File: config.mk
export PLATFORM = sky130hd
export DESIGN_NAME = alu_cmd_sequencer_flat
export DESIGN_NICKNAME = d
export VERILOG_FILES = /design/src/rtl/alu_cmd_sequencer_if.sv /design/src/rtl/alu_cmd_sequencer.sv /design/src/flat_wrapper.sv
export SDC_FILE = /design/constraint.sdc
export NUM_CORES = 1
export LEC_CHECK = 0
export CAP_MARGIN = 40
export CORE_MARGIN = 10
export CORE_UTILIZATION = 57
export DETAILED_ROUTE_END_ITERATION = 7
export PLACE_DENSITY_LB_ADDON = 0.12
export SKIP_LAST_GASP = 1
export SLEW_MARGIN = 15
export SYNTH_ARGS = -nofsm -noshare
export SYNTH_HDL_FRONTEND = slang
export SYNTH_SLANG_ARGS = --single-unit
File: constraint.sdc
create_clock -name clk -period 6.3 [get_ports clk]
set_input_delay 1.26 -clock clk [delete_from_list [all_inputs] [get_ports clk]]
set_output_delay 1.26 -clock clk [all_outputs]
set_load 0.02 [all_outputs]
File: src/rtl/alu_cmd_sequencer_if.sv
// Command, response and ALU-side signal bundle for alu_cmd_sequencer.
// slave is the sequencer's view; master is the view of whatever drives it.
interface alu_cmd_sequencer_if #(
  parameter int unsigned DEPTH = 4
);
  localparam int unsigned CW = $clog2(DEPTH) + 1;

  logic          cmd_valid;
  logic          cmd_ready;
  logic [2:0]    cmd_sel;
  logic [7:0]    cmd_a;
  logic [7:0]    cmd_b;
  logic          cmd_acc;
  logic          rsp_valid;
  logic          rsp_ready;
  logic [7:0]    rsp_data;
  logic          rsp_carry;
  logic          rsp_zero;
  logic          acc_clr;
  logic [7:0]    acc_out;
  logic [7:0]    alu_a;
  logic [7:0]    alu_b;
  logic [2:0]    alu_sel;
  logic [7:0]    alu_res;
  logic          alu_cy;
  logic          busy;
  logic [CW-1:0] cmd_count;

  modport slave (
    input  cmd_valid, cmd_sel, cmd_a, cmd_b, cmd_acc, rsp_ready, acc_clr, alu_res, alu_cy,
    output cmd_ready, rsp_valid, rsp_data, rsp_carry, rsp_zero, acc_out, alu_a, alu_b,
           alu_sel, busy, cmd_count
  );

  modport master (
    output cmd_valid, cmd_sel, cmd_a, cmd_b, cmd_acc, rsp_ready, acc_clr, alu_res, alu_cy,
    input  cmd_ready, rsp_valid, rsp_data, rsp_carry, rsp_zero, acc_out, alu_a, alu_b,
           alu_sel, busy, cmd_count
  );
endinterface

File: src/rtl/alu_cmd_sequencer.sv
// Buffers ALU commands in a FIFO, issues them one at a time through registered operands,
// captures result/flags into a valid/ready response and keeps a chaining accumulator.
module alu_cmd_sequencer #(
  parameter int unsigned DEPTH = 4,
  parameter int unsigned CW    = $clog2(DEPTH) + 1
) (
  input logic                clk,
  input logic                rst_n,
  alu_cmd_sequencer_if.slave bus
);
  localparam int unsigned AW = $clog2(DEPTH);

  typedef enum logic [1:0] {StIdle, StExec, StResp} state_e;

  typedef struct packed {
    logic [2:0] sel;
    logic [7:0] a;
    logic [7:0] b;
    logic       acc;
  } cmd_t;

  state_e        state_q, state_d;
  cmd_t          fifo_q [DEPTH];
  cmd_t          head;
  logic [AW-1:0] wr_ptr_q, rd_ptr_q;
  logic [CW-1:0] count_q;
  logic          full, empty, push, pop, capture;

  logic [7:0]    alu_a_q, alu_b_q, acc_q, rsp_data_q;
  logic [2:0]    alu_sel_q;
  logic          rsp_carry_q, rsp_zero_q;

  assign full  = (count_q == CW'(DEPTH));
  assign empty = (count_q == '0);
  assign head  = fifo_q[rd_ptr_q];
  assign push  = bus.cmd_valid & ~full;

  always_ff @(posedge clk) begin
    if (!rst_n) begin
      state_q <= StIdle;
    end else begin
      state_q <= state_d;
    end
  end

  always_comb begin
    state_d = state_q;
    unique case (state_q)
      StIdle:  if (!empty) state_d = StExec;
      StExec:  state_d = StResp;
      StResp:  if (bus.rsp_ready) state_d = empty ? StIdle : StExec;
      default: state_d = StIdle;
    endcase
  end

  // A pop always loads the ALU operand registers, so pop doubles as the issue strobe.
  always_comb begin
    pop     = 1'b0;
    capture = 1'b0;
    unique case (state_q)
      StIdle:  pop = ~empty;
      StExec:  capture = 1'b1;
      StResp:  pop = bus.rsp_ready & ~empty;
      default: ;
    endcase
  end

  always_ff @(posedge clk) begin
    if (push) begin
      fifo_q[wr_ptr_q] <= cmd_t'{sel: bus.cmd_sel, a: bus.cmd_a, b: bus.cmd_b, acc: bus.cmd_acc};
    end
  end

  always_ff @(posedge clk) begin
    if (!rst_n) begin
      wr_ptr_q    <= '0;
      rd_ptr_q    <= '0;
      count_q     <= '0;
      alu_a_q     <= '0;
      alu_b_q     <= '0;
      alu_sel_q   <= '0;
      acc_q       <= '0;
      rsp_data_q  <= '0;
      rsp_carry_q <= 1'b0;
      rsp_zero_q  <= 1'b0;
    end else begin
      if (push) wr_ptr_q <= wr_ptr_q + AW'(1);
      if (pop)  rd_ptr_q <= rd_ptr_q + AW'(1);
      count_q <= count_q + CW'(push) - CW'(pop);

      // acc_q is read before any same-edge clear or capture takes effect.
      if (pop) begin
        alu_a_q   <= head.acc ? acc_q : head.a;
        alu_b_q   <= head.b;
        alu_sel_q <= head.sel;
      end

      if (capture) begin
        rsp_data_q  <= bus.alu_res;
        rsp_carry_q <= bus.alu_cy;
        rsp_zero_q  <= (bus.alu_res == 8'h00);
      end

      if (bus.acc_clr) begin
        acc_q <= '0;
      end else if (capture) begin
        acc_q <= bus.alu_res;
      end
    end
  end

  assign bus.cmd_ready = ~full;
  assign bus.rsp_valid = (state_q == StResp);
  assign bus.rsp_data  = rsp_data_q;
  assign bus.rsp_carry = rsp_carry_q;
  assign bus.rsp_zero  = rsp_zero_q;
  assign bus.acc_out   = acc_q;
  assign bus.alu_a     = alu_a_q;
  assign bus.alu_b     = alu_b_q;
  assign bus.alu_sel   = alu_sel_q;
  assign bus.busy      = (state_q != StIdle) | ~empty;
  assign bus.cmd_count = count_q;
endmodule

File: src/flat_wrapper.sv
// flat-port wrapper written by rule: the top's interface ports become plain ports
module alu_cmd_sequencer_flat 
#(
  parameter int unsigned DEPTH = 4,
  parameter int unsigned CW    = $clog2(DEPTH) + 1
)
  (clk, rst_n, bus_cmd_valid, bus_cmd_sel, bus_cmd_a, bus_cmd_b, bus_cmd_acc, bus_rsp_ready, bus_acc_clr, bus_alu_res, bus_alu_cy, bus_cmd_ready, bus_rsp_valid, bus_rsp_data, bus_rsp_carry, bus_rsp_zero, bus_acc_out, bus_alu_a, bus_alu_b, bus_alu_sel, bus_busy, bus_cmd_count);
  alu_cmd_sequencer_if #(.DEPTH(DEPTH)) bus_i ();
  input logic clk;
  input logic rst_n;
  input wire logic [$bits(bus_i.cmd_valid)-1:0] bus_cmd_valid;
  input wire logic [$bits(bus_i.cmd_sel)-1:0] bus_cmd_sel;
  input wire logic [$bits(bus_i.cmd_a)-1:0] bus_cmd_a;
  input wire logic [$bits(bus_i.cmd_b)-1:0] bus_cmd_b;
  input wire logic [$bits(bus_i.cmd_acc)-1:0] bus_cmd_acc;
  input wire logic [$bits(bus_i.rsp_ready)-1:0] bus_rsp_ready;
  input wire logic [$bits(bus_i.acc_clr)-1:0] bus_acc_clr;
  input wire logic [$bits(bus_i.alu_res)-1:0] bus_alu_res;
  input wire logic [$bits(bus_i.alu_cy)-1:0] bus_alu_cy;
  output wire logic [$bits(bus_i.cmd_ready)-1:0] bus_cmd_ready;
  output wire logic [$bits(bus_i.rsp_valid)-1:0] bus_rsp_valid;
  output wire logic [$bits(bus_i.rsp_data)-1:0] bus_rsp_data;
  output wire logic [$bits(bus_i.rsp_carry)-1:0] bus_rsp_carry;
  output wire logic [$bits(bus_i.rsp_zero)-1:0] bus_rsp_zero;
  output wire logic [$bits(bus_i.acc_out)-1:0] bus_acc_out;
  output wire logic [$bits(bus_i.alu_a)-1:0] bus_alu_a;
  output wire logic [$bits(bus_i.alu_b)-1:0] bus_alu_b;
  output wire logic [$bits(bus_i.alu_sel)-1:0] bus_alu_sel;
  output wire logic [$bits(bus_i.busy)-1:0] bus_busy;
  output wire logic [$bits(bus_i.cmd_count)-1:0] bus_cmd_count;
  assign bus_i.cmd_valid = bus_cmd_valid;
  assign bus_i.cmd_sel = bus_cmd_sel;
  assign bus_i.cmd_a = bus_cmd_a;
  assign bus_i.cmd_b = bus_cmd_b;
  assign bus_i.cmd_acc = bus_cmd_acc;
  assign bus_i.rsp_ready = bus_rsp_ready;
  assign bus_i.acc_clr = bus_acc_clr;
  assign bus_i.alu_res = bus_alu_res;
  assign bus_i.alu_cy = bus_alu_cy;
  assign bus_cmd_ready = bus_i.cmd_ready;
  assign bus_rsp_valid = bus_i.rsp_valid;
  assign bus_rsp_data = bus_i.rsp_data;
  assign bus_rsp_carry = bus_i.rsp_carry;
  assign bus_rsp_zero = bus_i.rsp_zero;
  assign bus_acc_out = bus_i.acc_out;
  assign bus_alu_a = bus_i.alu_a;
  assign bus_alu_b = bus_i.alu_b;
  assign bus_alu_sel = bus_i.alu_sel;
  assign bus_busy = bus_i.busy;
  assign bus_cmd_count = bus_i.cmd_count;
  alu_cmd_sequencer #(.DEPTH(DEPTH), .CW(CW)) u_core (.clk(clk), .rst_n(rst_n), .bus(bus_i));
endmodule
==> results of run 1 <==
[layer usage]
| layer | vias to the layer above | track usage [%] |
|---|---|---|
| met4 | 0 | 6.51 |
| met3 | 15 | 5.63 |
| li1 | 1341 | - |
| met5 | - | 0 |
| met2 | 88 | 26.7 |
| met1 | 1360 | 18.9 |
[metrics by stage]
stage	utilization (%)	instance area [um2]	setup WS (ps)
finish	77.0	6260	2600
global route	77.0	6260	2340
CTS	77.0	6260	2590
detailed placement	69.4	5640	2050
global placement	68.1	5540	2130
floorplan	-	4740	3080
[worst reg2reg max path: stages, from the launching register on]
cell and delay [ps]:
dfxtp_1 440, nor3_1 100, or3_1 590, inv_2 460, ha_1 320, inv_1 60
ha_1 130, inv_1 50, fa_1 370, xor2_1 170, xnor2_1 140, nor2_1 50
[state kept, by name, summed over array words and instances, names as in the netlist, named ones only]
| name | flops |
|---|---|
| u_core.bus.acc_out | 8 |
| u_core.bus.rsp_zero | 1 |
| u_core.bus.cmd_count | 3 |
| u_core.wr_ptr_q | 2 |
| u_core.bus.alu_sel | 3 |
| u_core.fifo_q | 80 |
| u_core.state_q | 2 |
| u_core.bus.rsp_carry | 1 |
| u_core.bus.alu_b | 8 |
| u_core.bus.rsp_data | 8 |
| u_core.bus.alu_a | 8 |
| u_core.rd_ptr_q | 2 |
[synth_stat cells (2+ instances only)]
cell / n / area share (%)
nand2_1: 51 / 4.0
or3_1: 2 / 0.26
nor2_1: 9 / 0.71
buf_4: 2 / 0.32
o21ai_0: 9 / 0.95
and2_1: 5 / 0.66
buf_2: 4 / 0.42
a21oi_1: 39 / 4.1
clkbuf_1: 9 / 0.71
mux2i_1: 9 / 1.9
nand2b_1: 3 / 0.40
dfxtp_1: 48 / 20
ha_1: 6 / 1.6
inv_1: 7 / 0.55
edfxtp_1: 80 / 51
nor4_1: 2 / 0.26
nor2b_1: 3 / 0.40
xnor2_1: 3 / 0.55
buf_6: 2 / 0.48
mux4_2: 20 / 9.5
[cell families after synthesis]
| kind of cell | after synthesis | share of synthesized area, % |
|---|---|---|
| compound gates | 49 | 5.23 |
| xor+xnor | 4 | 0.740 |
| fa+ha+maj | 7 | 2.01 |
| buf+inv | 26 | 2.64 |
| flops | 128 | 71.0 |
| mux | 29 | 11.4 |
| simple gates | 77 | 6.95 |
[report_power, final]
group / switching [mW] / internal, mW / total (mW)
combinational: 0.436 / 0.368 / 0.805
sequential: 0.0744 / 1.04 / 1.11
clock: 0.349 / 0.651 / 1.00
[layout make-up]
class | count | area, um2
Tap cell | 105 | 131
Timing Repair Buffer | 83 | 871
Multi-Input combinational cell | 166 | 1250
Clock buffer | 18 | 428
Clock inverter | 14 | 190
Inverter | 8 | 30.0
Fill cell | 484 | 1870
Sequential cell | 128 | 3360
[how the worst max path moves through the flow]
stage	start	end	slack (ps)	cells past startpoint
after floorplan	bus_rsp_ready	u_core.bus.cmd_count[2]$_SDFF_PN0_	3080	13
after global placement	bus_rsp_ready	u_core.bus.cmd_count[2]$_SDFF_PN0_	2130	12
final	bus_rsp_ready	u_core.bus.cmd_count[2]$_SDFF_PN0_	2600	12
after CTS	bus_rsp_ready	u_core.bus.cmd_count[2]$_SDFF_PN0_	2590	12
after detailed placement	bus_rsp_ready	u_core.bus.cmd_count[2]$_SDFF_PN0_	2050	12
after global routing	bus_rsp_ready	u_core.bus.cmd_count[2]$_SDFF_PN0_	2340	12
==> metrics, run 1 <==
status completed; R2R cell count 11; total power 2.92 mW; Initial Util between 50% and 60%; critical path class in2reg; Required @ worst endpoint roughly 6700 ps; total CTS buffers 17; Slew headroom 55.9%; hold_buf cts 0; clk buf depth 2; DR vias/cell 5.37; Synth cell types 27; worst clock skew 8.95 ps; Leak ~2.2 nW; most frequent cells in the layout 80 x edfxtp_1, 76 x clkdlybuf4s50_1, 51 x nand2_1, 48 x dfxtp_1, 39 x a21oi_1; clock sinks 128; FP Rows 33; WL met1 ~4.2 mm; Inst Count DP 490; RSZ-0062 raised after global routing false; crit-path max FO 29; Top Ports 77; # H-tree levels 4; EDFF count, synth 80; global-route wire length before repair 15.7 mm; CP endpoint kind register; FF-to-FF setup slack 3300 ps; Skew-Pair Late Insertion Delay around 500 ps; Routed Antenna Nets 0; min Tclk post-route 3700 ps; vias in the first global route around 3000; sequential-to-total area share from yosys stat 71.0%; die area 0.0124 mm2; Setup crit start kind primary input; Port Buffers 76; CP Cell Sequence clkdlybuf4s50_1 -> nor2b_1 -> or3_1 -> inv_2 -> ha_1 -> inv_1 -> ha_1 -> inv_1 -> fa_1 -> xor2_1 -> xnor2_1 -> nor2_1; Hold Path Class reg2reg; Least-Margin Pin Slew 661 ps; Async S/R FF share, synth 0%; ANT cells 0; Fmax achieved 270 MHz; Worst-path clk slew 60 ps; via count 2804; post-CTS setup buffers 0; MaxCap Viol Count 0; met3 wire len around 570 um; Crit path max-delay family buffers and inverters; die width 111 um; final wirelength ~9.6 mm; DRT iter0 DRCs 103; Hold Path Cell Cnt 2; final net count ~450; Root Driver clkbuf_8; Cells after Synth 320; post-DP HPWL approximately 6.5 mm; total gr overflow 0; Syn Nets 361; Layout area overhead 32.2%; FF-to-FF Start u_core.bus.cmd_count[1]$_SDFF_PN0_; CP max-delay cell or3_1; CP bufs+invs 4; Critical Path AT 4090 ps; post-DR wirelength/cell 18.5 um; post_cts resized 0; hold endpoint u_core.bus.rsp_data[3]$_SDFFE_PN0N_; initial antenna violation count 0; Placer Congestion 0.800; final hold vios 0; peak supply drop 239 uV; area of the core 0.00813 mm2; 1st-pass router iterations 4; largest net degree at the start of global routing 30; TritonCTS clock tree done; most common cell after layout, fill and taps aside edfxtp_1; post-synthesis cell area 0.00474 mm2; Routed met2 length approximately 4.7 mm; share of layout cells above drive strength 1 14.1%; synth warn 0; DRC 0; worst hold slack 455 ps; hold_sp u_core.bus.rsp_data[3]$_SDFFE_PN0N_; Pwr Density 466 mW/mm2; reg2reg end u_core.bus.cmd_count[2]$_SDFF_PN0_; Syn Area/Cell 14.8 um2; Post-Layout Cell Count 522; Post-synth top flop edfxtp_1; final setup fails 0; CP max stage delay 540 ps; max-slew violations 0; Die Y-Extent 111 um; setup TNS 0 ps; final period utilization roughly three fifths; All-Layer GR Usage 16.2%; highest routed layer met4; Yosys reg bits 128
(Power assumes the default switching activity.)
==> inputs of run 2 (changes only) <==
- CORE_UTILIZATION: 57 -> 48
- clock period: 6.3 -> 3.1 ns (I/O delays scaled with it)
==> run 2 against run 1 <==
Die area rose by 15%. Clock power rose by 100%. Power rose by 100%. Via count fell by 1.9%. Utilization fell by 12 points. Sequential power rose by 110%. Routed wire length fell by 3.3%. Final area rose by 0.54%. Non-clock buffer count rose by 5. Setup slack got worse by 1900 ps. Critical path type unchanged. Largest cell class unchanged.
==> metrics, run 2 (same netlist as run 1, synthesis figures left out) <==
worst clock skew 7.69 ps (was 8.95 ps); Worst-path clk slew 60 ps (about the same); Fmax achieved 415 MHz; 1st-pass router iterations 5 (was 4); Routed Antenna Nets 0 (unchanged); Top Ports 77 (unchanged); # H-tree levels 4 (unchanged); die width 119 um (was 111 um); final net count 450 (was 445); hold_buf cts 0 (unchanged); clk buf depth 2 (unchanged); most frequent cells in the layout 80 x edfxtp_1, 76 x clkdlybuf4s50_1, 51 x nand2_1, 48 x dfxtp_1, 39 x a21oi_1 (unchanged); Layout area overhead 32.9% (was 32.2%); vias in the first global route 2927 (was 2979); share of layout cells above drive strength 1 15.4% (was 14.1%); clock sinks 128 (unchanged); DRT iter0 DRCs 99 (was 103); crit-path max FO 2 (was 29); FP Rows 36 (was 33); final setup fails 0 (unchanged); status completed (unchanged); max FFs per register 80 (unchanged); via count 2752 (was 2804); total CTS buffers 17 (unchanged); FF-to-FF setup slack 720 ps (was 3300 ps); Port Buffers 76 (unchanged); Critical Path AT 2790 ps (was 4090 ps); DR vias/cell 4.96 (was 5.37); total gr overflow 0 (unchanged); Root Driver clkbuf_8 (unchanged); critical path class in2reg (unchanged); MaxCap Viol Count 0 (unchanged); setup TNS 0 ps (unchanged); largest net degree at the start of global routing 29 (was 30); Skew-Pair Late Insertion Delay 510 ps (about the same); global-route wire length before repair 15.3 mm (was 15.7 mm); Placer Congestion 0.738 (was 0.800); max-slew violations 0 (unchanged); final hold vios 0 (unchanged); Setup crit start kind primary input (unchanged); post_cts resized 0 (unchanged); final wirelength 9.31 mm (was 9.63 mm); Initial Util 48.9% (was 58.2%); Die Y-Extent 119 um (was 111 um); area of the core 0.00968 mm2 (was 0.00813 mm2); Required @ worst endpoint 3480 ps (was 6690 ps); Hold Path Class reg2reg (unchanged); worst hold slack 453 ps (was 455 ps); CP endpoint kind register (unchanged); initial antenna violation count 0 (unchanged); post-DR wirelength/cell 16.8 um (was 18.5 um); Slew headroom 53.1% (was 55.9%); Pwr Density 944 mW/mm2 (was 466 mW/mm2); min Tclk post-route between 2000 and 2500 ps; Top reg by flops u_core.fifo_q (unchanged); DRC 0 (unchanged); Least-Margin Pin Slew 703 ps (was 661 ps); Layout fillers 707 (was 484); RSZ-0062 raised after global routing false (unchanged); final period utilization between 70% and 80%; Leak 2.19 nW (was 2.18 nW); most common cell after layout, fill and taps aside edfxtp_1 (unchanged); post-CTS setup buffers 0 (unchanged); die area 0.0142 mm2 (was 0.0124 mm2); peak supply drop 554 uV (was 239 uV); ANT cells 0 (unchanged); TritonCTS clock tree done (unchanged); post-DP HPWL 6.25 mm (was 6.50 mm); All-Layer GR Usage 13.7% (was 16.2%)
-- run 2: cell count changes in the layout (fill, tap and decap cells not counted), sizes merged --
cell and delta:
buf +5, clkinvlp +1, inv +3, clkinv -3, clkbuf -1
-- run 2: area by class of cell --
class / count / area (um2) / area share [%]
Clock inverter: 15 / 210 / 3.34
Sequential cell: 128 / 3360 / 53.4
Inverter: 8 / 30.0 / 0.477
Timing Repair Buffer: 88 / 863 / 13.7
Clock buffer: 17 / 414 / 6.58
Multi-Input combinational cell: 166 / 1250 / 19.8
Tap cell: 133 / 166 / 2.64
-- run 2: worst paths after layout --
check / end / from / cells past startpoint
setup / recovery: u_core.bus.cmd_count[2]$_SDFF_PN0_ / bus_rsp_ready / 12
hold / removal: u_core.bus.rsp_zero$_SDFFE_PN0N_ / u_core.bus.rsp_zero$_SDFFE_PN0N_ / 2
setup reg to reg: u_core.bus.cmd_count[2]$_SDFF_PN0_ / u_core.bus.cmd_count[1]$_SDFF_PN0_ / 11
hold reg to reg: u_core.bus.rsp_zero$_SDFFE_PN0N_ / u_core.bus.rsp_zero$_SDFFE_PN0N_ / 2
-- run 2: metal layers --
layer  track usage (%)  share of wire, %  vias up
met5                 0                 0        -
met4              5.58               1.7        0
met3              4.96               5.2       13
met2              22.0                48       69
met1              16.6                45     1323
li1                  -                 -     1347
-- run 2: worst max-delay path: stages --
cell             delay [ps]
clkdlybuf4s50_1         470
nor2b_1                  50
or3_1                   350
inv_2                    80
ha_1                    210
inv_1                    50
ha_1                    130
inv_1                    40
fa_1                    370
xor2_1                  190
xnor2_1                 150
nor2_1                   60
-- run 2: metrics by stage --
step	cell area, um2	util (%)	setup WS [ps]	instances	power, mW
final	6290	65.0	693	555	5.94
after global routing	6290	65.0	534	555	6.26
after CTS	6290	65.0	680	555	6.02
after detailed placement	5670	58.6	190	523	3.95
after global placement	5670	58.6	266	523	3.93
after floorplan	4740	-	503	320	3.36
-- run 2: power by group --
group | switching, mW | total [mW] | internal (mW)
registers | 0.162 | 2.28 | 2.11
clock network | 0.729 | 2.04 | 1.32
logic | 0.867 | 1.62 | 0.757
